$ cat src/rtl/uart_pkg.sv
// Shared types and helpers for the FIFO-buffered UART transceiver.
package uart_pkg;

  typedef enum logic [1:0] {
    PAR_NONE = 2'd0,
    PAR_ODD  = 2'd1,
    PAR_EVEN = 2'd2
  } parity_e;

  localparam int DATA_W = 8;

  // Line bits per frame: start + data + optional parity + stop.
  function automatic int bits(input parity_e par);
    return (par == PAR_NONE) ? DATA_W + 2 : DATA_W + 3;
  endfunction

endpackage

$ cat src/rtl/uart_sync_fifo.sv
// Single-clock FIFO with a registered read port; a pop on a full FIFO frees the slot for a same-cycle push.
module uart_sync_fifo #(
  parameter int DW = 8,
  parameter int AW = 4
) (
  input  logic          clk,
  input  logic          rst_n,
  input  logic          push,
  input  logic [DW-1:0] push_data,
  input  logic          pop,
  output logic [DW-1:0] pop_data,
  output logic          full,
  output logic          empty,
  output logic [AW:0]   count
);

  localparam int DEPTH = 2 ** AW;

  logic [DW-1:0] mem [DEPTH];
  logic [AW:0]   wr_ptr;
  logic [AW:0]   rd_ptr;
  logic          do_push;
  logic          do_pop;

  assign count   = wr_ptr - rd_ptr;
  assign full    = (count == (AW+1)'(DEPTH));
  assign empty   = (count == '0);
  assign do_pop  = pop && !empty;
  assign do_push = push && (!full || do_pop);

  always_ff @(posedge clk) begin
    if (do_push) mem[wr_ptr[AW-1:0]] <= push_data;
  end

  always_ff @(posedge clk or negedge rst_n) begin
    if (!rst_n) begin
      wr_ptr   <= '0;
      rd_ptr   <= '0;
      pop_data <= '0;
    end else begin
      if (do_push) wr_ptr <= wr_ptr + 1'b1;
      if (do_pop) begin
        pop_data <= mem[rd_ptr[AW-1:0]];
        rd_ptr   <= rd_ptr + 1'b1;
      end
    end
  end

endmodule

$ cat src/rtl/uart_fifo_xcvr.sv
// 8-bit UART transceiver: TX FIFO feeding a serializer, rxd deserializer feeding an RX FIFO.
module uart_fifo_xcvr
  import uart_pkg::*;
#(
  parameter int BR_DIV  = 868,
  parameter int PARITY  = 0,
  parameter int FIFO_AW = 4
) (
  input  logic               clk,
  input  logic               rst_n,
  input  logic [DATA_W-1:0]  tx_data,
  input  logic               tx_write,
  output logic               tx_full,
  output logic               tx_busy,
  output logic               txd,
  input  logic               rxd,
  input  logic               rx_read,
  output logic [DATA_W-1:0]  rx_data,
  output logic               rx_par_err,
  output logic               rx_empty,
  output logic [FIFO_AW:0]   rx_count,
  output logic               rx_busy,
  output logic               rx_overflow
);

  localparam parity_e         PAR       = parity_e'(PARITY);
  localparam int              TX_BITS   = bits(PAR);
  localparam int              RX_BITS   = TX_BITS - 1;
  localparam int              BW        = $clog2(BR_DIV);
  localparam logic [BW-1:0]   BAUD_LAST = BW'(BR_DIV - 1);
  localparam logic [BW-1:0]   BAUD_MID  = BW'(BR_DIV / 2);

  function automatic logic par_bit(input logic [DATA_W-1:0] d);
    return (PAR == PAR_ODD) ? ~^d : ^d;
  endfunction

  logic              tx_empty;
  logic              tx_pop;
  logic              start;
  logic [DATA_W-1:0] tx_head;
  logic [FIFO_AW:0]  tx_count;
  logic [10:0]       tx_shift;
  logic [BW-1:0]     tx_baud;
  logic [3:0]        tx_bit;

  uart_sync_fifo #(.DW(DATA_W), .AW(FIFO_AW)) u_tx_fifo (
    .clk(clk), .rst_n(rst_n),
    .push(tx_write), .push_data(tx_data),
    .pop(tx_pop), .pop_data(tx_head),
    .full(tx_full), .empty(tx_empty), .count(tx_count)
  );

  // Pop one cycle ahead of 'start' so the registered FIFO head is ready to load.
  assign tx_pop = !tx_empty && !tx_busy && !start;

  always_ff @(posedge clk or negedge rst_n) begin
    if (!rst_n) begin
      start    <= 1'b0;
      tx_busy  <= 1'b0;
      tx_shift <= '0;
      tx_baud  <= '0;
      tx_bit   <= '0;
      txd      <= 1'b1;
    end else begin
      start <= tx_pop;
      txd   <= tx_busy ? tx_shift[0] : 1'b1;
      if (start) begin
        tx_shift <= {1'b1, (PAR == PAR_NONE) ? 1'b1 : par_bit(tx_head), tx_head, 1'b0};
        tx_busy  <= 1'b1;
        tx_baud  <= '0;
        tx_bit   <= '0;
      end else if (tx_busy) begin
        if (tx_baud == BAUD_LAST) begin
          tx_baud  <= '0;
          tx_shift <= {1'b1, tx_shift[10:1]};
          if (tx_bit == 4'(TX_BITS - 1)) begin
            tx_bit  <= '0;
            tx_busy <= 1'b0;
          end else begin
            tx_bit <= tx_bit + 1'b1;
          end
        end else begin
          tx_baud <= tx_baud + 1'b1;
        end
      end
    end
  end

  logic          rxd_s1;
  logic          rxd_s2;
  logic          rxd_prev;
  logic          rx_fall;
  logic          rx_push;
  logic          rx_full;
  logic          par_err;
  logic [9:0]    rx_shift;
  logic [BW-1:0] rx_baud;
  logic [3:0]    rx_bit;
  logic [8:0]    rx_q;

  always_ff @(posedge clk or negedge rst_n) begin
    if (!rst_n) begin
      rxd_s1   <= 1'b1;
      rxd_s2   <= 1'b1;
      rxd_prev <= 1'b1;
    end else begin
      rxd_s1   <= rxd;
      rxd_s2   <= rxd_s1;
      rxd_prev <= rxd_s2;
    end
  end

  assign rx_fall = rxd_prev && !rxd_s2;
  assign rx_push = rx_busy && (rx_baud == BAUD_LAST) && (rx_bit == 4'(RX_BITS - 1));
  // Samples enter at the top of the active window so data always lands in [8:1], parity in [9].
  assign par_err = (PAR == PAR_NONE) ? 1'b0 : (rx_shift[9] != par_bit(rx_shift[8:1]));

  always_ff @(posedge clk or negedge rst_n) begin
    if (!rst_n) begin
      rx_busy     <= 1'b0;
      rx_shift    <= '0;
      rx_baud     <= '0;
      rx_bit      <= '0;
      rx_overflow <= 1'b0;
    end else begin
      rx_overflow <= rx_push && rx_full && !rx_read;
      if (!rx_busy) begin
        if (rx_fall) begin
          rx_busy <= 1'b1;
          rx_baud <= '0;
          rx_bit  <= '0;
        end
      end else begin
        if (rx_baud == BAUD_MID)
          rx_shift <= (rx_shift >> 1) | (10'(rxd_s2) << (RX_BITS - 1));
        if (rx_baud == BAUD_LAST) begin
          rx_baud <= '0;
          if (rx_bit == 4'(RX_BITS - 1)) begin
            rx_bit  <= '0;
            rx_busy <= 1'b0;
          end else begin
            rx_bit <= rx_bit + 1'b1;
          end
        end else begin
          rx_baud <= rx_baud + 1'b1;
        end
      end
    end
  end

  uart_sync_fifo #(.DW(DATA_W + 1), .AW(FIFO_AW)) u_rx_fifo (
    .clk(clk), .rst_n(rst_n),
    .push(rx_push), .push_data({par_err, rx_shift[8:1]}),
    .pop(rx_read), .pop_data(rx_q),
    .full(rx_full), .empty(rx_empty), .count(rx_count)
  );

  assign rx_data    = rx_q[7:0];
  assign rx_par_err = rx_q[8];

  logic lint_unused;
  assign lint_unused = ^{tx_count, rx_shift[0]};

endmodule

$ cat config.mk
export PLATFORM = sky130hd
export DESIGN_NAME = uart_fifo_xcvr
export DESIGN_NICKNAME = d
export VERILOG_FILES = /design/src/rtl/uart_pkg.sv /design/src/rtl/uart_sync_fifo.sv /design/src/rtl/uart_fifo_xcvr.sv
export SDC_FILE = /design/constraint.sdc
export NUM_CORES = 1
export LEC_CHECK = 0
export CORE_MARGIN = 4
export CORE_UTILIZATION = 35
export CTS_CLUSTER_DIAMETER = 200
export DETAILED_ROUTE_END_ITERATION = 10
export SYNTH_ARGS = -nofsm -noshare
export SYNTH_HDL_FRONTEND = slang
export SYNTH_HIERARCHICAL = 1
export SYNTH_SLANG_ARGS = --single-unit
$ cat constraint.sdc
create_clock -name clk -period 4.9 [get_ports clk]
set_input_delay 0.49 -clock clk [delete_from_list [all_inputs] [get_ports clk]]
set_output_delay 0.49 -clock clk [all_outputs]
set_load 0.01 [all_outputs]
==> results of run 1 <==
[final cells by class]
type / count / share of cell area
Sequential cell: 364 / 0.599
Tap cell: 585 / 0.0418
Inverter: 28 / 0.00615
Timing Repair Buffer: 57 / 0.0289
Multi-Input combinational cell: 479 / 0.257
Clock inverter: 17 / 0.00579
Clock buffer: 56 / 0.0618
[per-stage QoR]
stage | instance area (um^2) | utilization | setup WS, ps | instances | hold WS (ps)
after global placement | 16300 | 0.380 | 1320 | 1513 | 348
after CTS | 17500 | 0.407 | 1120 | 1586 | 66.6
after floorplan | 15300 | - | 879 | 908 | 194
final | 17500 | 0.407 | 1180 | 1586 | 37.9
after detailed placement | 16300 | 0.380 | 1230 | 1513 | 348
after global routing | 17500 | 0.407 | 963 | 1586 | 96.6
[power by group]
part           leakage [nW]  internal, W  switching (W)  total (W)
Combinational          1.92     0.000643       0.000796    0.00144
Sequential             3.74      0.00358       0.000200    0.00378
Clock                 0.566      0.00155        0.00118    0.00274
Total                  6.23      0.00578        0.00218    0.00796
[layer usage]
| layer | share of wire | track usage | routed length (um) | up-vias |
|---|---|---|---|---|
| met2 | 0.48 | 0.209 | 14500 | 154 |
| met3 | 0.044 | 0.0257 | 1330 | 45 |
| met1 | 0.45 | 0.182 | 13500 | 4025 |
| met5 | 0 | 0 | 0 | - |
| met4 | 0.022 | 0.0335 | 671 | 0 |
| li1 | - | - | - | 3620 |
[flip-flops by register name (all words and copies together) (netlist names), 4 cells and up]
register / flops
u_rx_fifo/mem: 144
tx_baud: 10
tx_bit: 4
rx_shift: 8
u_tx_fifo/pop_data: 8
u_tx_fifo/mem: 128
rx_bit: 4
tx_shift: 11
u_tx_fifo/rd_ptr: 5
u_rx_fifo/rd_ptr: 5
rx_baud: 10
u_rx_fifo/pop_data: 9
u_tx_fifo/wr_ptr: 5
u_rx_fifo/wr_ptr: 5
[worst paths after layout]
check / start / to / cells past startpoint
worst max-delay path: u_tx_fifo/wr_ptr[0]$_DFFE_PN0P_ / tx_full / 8
worst min-delay path: rst_n / tx_baud[6]$_DFFE_PN0P_ / 1
worst max register to register: u_tx_fifo/wr_ptr[0]$_DFFE_PN0P_ / u_tx_fifo/mem[10][4]$_DFFE_PP_ / 14
worst min register to register: rxd_s1$_DFF_PN1_ / rxd_s2$_DFF_PN1_ / 0
max in group asynchronous: rst_n / rxd_s1$_DFF_PN1_ / 2
min in group clk: rxd_s1$_DFF_PN1_ / rxd_s2$_DFF_PN1_ / 0
[critical path, cell delays in order, from the launching register on]
cell and delay (ps):
dfrtp_1 420, inv_1 130, ha_1 170, inv_1 60
fa_1 440, xor2_2 210, a211oi_2 440, o21a_1 250
clkdlybuf4s50_1 560
==> impl_metrics.csv, run 1 <==
group,metric,value,unit
run_status,outcome,"finished, final reports clean",
timing,clock_skew,16.0,ps
die,die_area,0.0468,mm^2
timing,tns,0,ps
yosys,avgSynthCellArea,17.0,um^2
routing,avgRoutedWirePerCell,18.9,um
die,start_util,0.354,
final_layout,antenna_cells,0,
cts,cts_buffer_depth,3,
routing,vias,7844,
die,die_w,216,um
final_layout,final_cell_mix,"edfxtp_1 (272), dfrtp_1 (86), mux4_2 (68), nand2_1 (47), nor2_1 (44)",
cts,insertion_delay,540,ps
timing,drv_slew,0,
cts,cts_tree,"done",
die,boundaryPins,33,
timing,hold_viol,0,
timing,fmax,269,MHz
run,cap_violations,0,
global_route,grt_usage,0.130,
final_layout,syn_to_final_growth,15.2,%
worst_setup_path,reg2reg_slack,1230,ps
place,place.gp.congestion,0.805,
worst_setup_path,crit_fanout,5,
routing,via_per_inst,4.95,
routing,dr.pass1.iters,5,
final_layout,n_fill_cell,3955,
final_layout,regArea,0.0105,mm^2
die,fp.dieH,216,um
yosys,yosysWarnings,6,
yosys,netlist_area,0.0152,mm^2
cts,cts_resized,0,
yosys,synthCells,893,
timing,setup_violations,0,
die,coreArea,0.0430,mm^2
cts,clk_pin_slew,60,ps
cts,cts_max_level,2,
power,pwr_density_cell,455,mW/mm^2
global_route,grt_pass1_vias,8105,
worst_setup_path,cp-end-kind,"output pin",
worst_setup_path,worstPathArrival,3230,ps
place,io_buffers,32,
power,peakVddDrop,291,uV
final_layout,multi_input_area,0.00450,mm^2
global_route,grt_antenna_before_repair,0,
global_route,grt_max_degree,55,
cts,cts.sinks,364,
final_layout,final_common_cell,"edfxtp_1",
timing,maxSlewHeadroom,0.284,
min_path,holdCritPathClass,"in2async",
routing,drc,0,
place,dp_hpwl,19100,um
final_layout,final_layout_size_suffix_gt1_frac,0.201,
timing,final.period_utilization,0.758,
power,leakage,6.23,nW
worst_setup_path,required,4410,ps
timing,rsz0062_at_grt,"no",
timing,worst_pin_slew,1070,ps
final_layout,layout.nets,1010,
cts,postCtsSetupRepairBufs,0,
routing,wl,30000,um
cts,hold_buffers,0,
cts,cts_buffers,40,
timing,period_needed,3720,ps
global_route,grt_pass1_wl,47300,um
cts,cts_root_buf,"clkbuf_16",
global_route,grt-ovfl-total,0,
die,num_rows,76,
power,p_total,0.00796,W
routing,antenna_left,0,
worst_setup_path,path_class,"reg2out",
routing,drt_iter0_drc,555,
worst_setup_path,cp-start-kind,"register",
No activity file was read; power rests on OpenSTA's default activity.
==> inputs of run 2 (changes only) <==
Clock period 4.9 ns to 3.5 ns, I/O delays scaled along.
==> run 2 against run 1 <==
Cell area rose by 2.9%. Clock skew rose by 3.1 ps. Power rose by 46%. First-iteration DRC count fell by 8.1%. Largest power group unchanged. Cell count rose by 1.6%. Die area did not move. Highest routed layer unchanged. Hold slack improved by 240 ps. Utilization rose by 1.2 points. Worst setup slack got worse by 1000 ps.
==> impl_metrics.csv, run 2 (same netlist as run 1, synthesis figures left out) <==
group,metric,value,unit
run_status,outcome,"finished, final reports clean",
cts,insertion_delay,560,ps
power,peakVddDrop,525,uV
power,p_total,0.0117,W
final_layout,layout.nets,1036,
worst_setup_path,required,3740,ps
final_layout,syn_to_final_growth,18.5,%
timing,worst_pin_slew,1100,ps
cts,clk_pin_slew,60,ps
routing,vias,8011,
run,cap_violations,0,
timing,fmax,302,MHz
worst_setup_path,path_class,"reg2reg",
final_layout,fin_cells,1611,
worst_setup_path,cp-start-kind,"register",
die,fp.dieH,216,um
routing,drc,0,
routing,wl,30400,um
final_layout,antenna_cells,0,
global_route,grt_pass1_vias,8347,
timing,drv_slew,0,
die,die_area,0.0468,mm^2
global_route,grt-ovfl-total,0,
worst_setup_path,worstPathArrival,3560,ps
die,num_rows,76,
cts,cts_buffers,40,
die,coreArea,0.0430,mm^2
final_layout,final_layout_size_suffix_gt1_frac,0.251,
die,start_util,0.354,
routing,antenna_left,0,
routing,drt_iter0_drc,510,
global_route,grt_pass1_wl,48400,um
timing,hold_viol,0,
cts,cts_root_buf,"clkbuf_16",
timing,period_needed,3320,ps
routing,via_per_inst,4.97,
timing,clock_skew,19.2,ps
global_route,grt_usage,0.132,
die,die_w,216,um
global_route,grt_antenna_before_repair,0,
timing,rsz0062_at_grt,"yes",
die,boundaryPins,33,
final_layout,final_cell_mix,"edfxtp_1 (272), dfrtp_1 (84), mux4_2 (68), buf_4 (48), nand2_1 (47)",
routing,dr.pass1.iters,5,
power,leakage,6.51,nW
place,place.gp.congestion,0.798,
timing,final.period_utilization,0.947,
min_path,holdCritPathClass,"in2reg",
cts,cts_max_level,2,
place,dp_cells,1533,
final_layout,largest_reg_flops,144,
place,place_ws,72.4,ps
place,dp_hpwl,19200,um
final_layout,n_fill_cell,3882,
timing,maxSlewHeadroom,0.267,
worst_setup_path,crit_fanout,8,
worst_setup_path,cp-end-kind,"register",
cts,cts_buffer_depth,3,
cts,cts.sinks,364,
cts,cts_tree,"done",
power,pwr_density_cell,647,mW/mm^2
timing,setup_violations,0,
routing,avgRoutedWirePerCell,18.8,um
final_layout,final_common_cell,"edfxtp_1",
timing,fin_ws,184,ps
global_route,grt_max_degree,70,
place,io_buffers,32,
==> run 2: changes by cell type in the layout (fill, tap and decap cells not counted), sizes merged <==
| cell | change |
|---|---|
| buf | +25 |
| bufinv | +3 |
| clkbuf | -2 |
| clkdlybuf4s50 | -3 |
| clkinv | +2 |
| clkinvlp | -2 |
| dlygate4sd2 | +1 |
| dlygate4sd3 | +1 |
| dlymetal6s2s | +2 |
| inv | -2 |
==> run 2: path summary, 6_finish.rpt <==
check,startpoint,to,slack (ps),depth (start not counted)
setup / recovery,u_tx_fifo/wr_ptr[0]$_DFFE_PN0P_,u_tx_fifo/mem[10][7]$_DFFE_PP_,180,15
hold / removal,rxd,rxd_s1$_DFF_PN1_,280,1
setup reg to reg,u_tx_fifo/wr_ptr[0]$_DFFE_PN0P_,u_tx_fifo/mem[10][7]$_DFFE_PP_,180,15
hold reg to reg,rxd_s1$_DFF_PN1_,rxd_s2$_DFF_PN1_,360,0
max in group asynchronous,rst_n,u_tx_fifo/wr_ptr[0]$_DFFE_PN0P_,2170,3
min in group asynchronous,rst_n,u_rx_fifo/pop_data[7]$_DFFE_PN0P_,470,2
==> run 2: timing repair <==
item / CTS / global route
gates cloned: 0 / 0
setup endpoints to repair: 2 / 74
hold buffers: 1 / 0
hold endpoints to repair: 37 / 0
pin swaps: 1 / 5
setup buffers: 1 / 4
gates resized for setup: 2 / 7
==> run 2: per-layer routing <==
layer	GRT usage	up-vias	wire [um]
met5	0	-	0
met4	0.0384	0	781
met3	0.0272	52	1230
met2	0.209	151	14100
met1	0.185	4129	14200
li1	-	3679	-
==> run 2: area by class of cell <==
class                           instances  area [um^2]  share of cell area
Clock buffer                           54         1120              0.0619
Clock inverter                         18          209              0.0116
Inverter                               28          108             0.00597
Multi-Input combinational cell        479         4630               0.257
Sequential cell                       364        10500               0.582
Tap cell                              585          732              0.0406
Timing Repair Buffer                   83          744              0.0413
==> run 2: metrics by stage <==
stage / cell area, um^2 / util / TNS [ps] / hold WS (ps)
after floorplan: 15400 / - / -5310 / 54.4
after global placement: 16600 / 0.386 / 0 / 347
after detailed placement: 16600 / 0.386 / 0 / 347
after CTS: 17900 / 0.417 / 0 / 249
after global routing: 18000 / 0.419 / -473 / 254
final: 18000 / 0.419 / 0 / 278
==> run 2: power breakdown <==
part / internal (W) / switching (W) / total (W)
logic: 0.000991 / 0.00123 / 0.00222
registers: 0.00502 / 0.000237 / 0.00525
clock network: 0.00248 / 0.00170 / 0.00418
==> run 2: worst max-delay path, cell delays in order, from the launching register on <==
cell and delay [ps]:
dfrtp_2 440, inv_1 120, ha_1 180, inv_1 50
fa_1 420, xor2_2 210, and4b_4 250, o2bb2ai_4 120
inv_1 60, nor3_2 200, inv_1 100, o2111ai_4 150
buf_4 200, nand3b_1 80, buf_4 170, nor2_4 240
==> inputs of run 3 (changes only) <==
Settings changed: SLEW_MARGIN from default to 5.
==> results of run 3 <==
Final layout, timing and power as in run 2 (identical DEF).
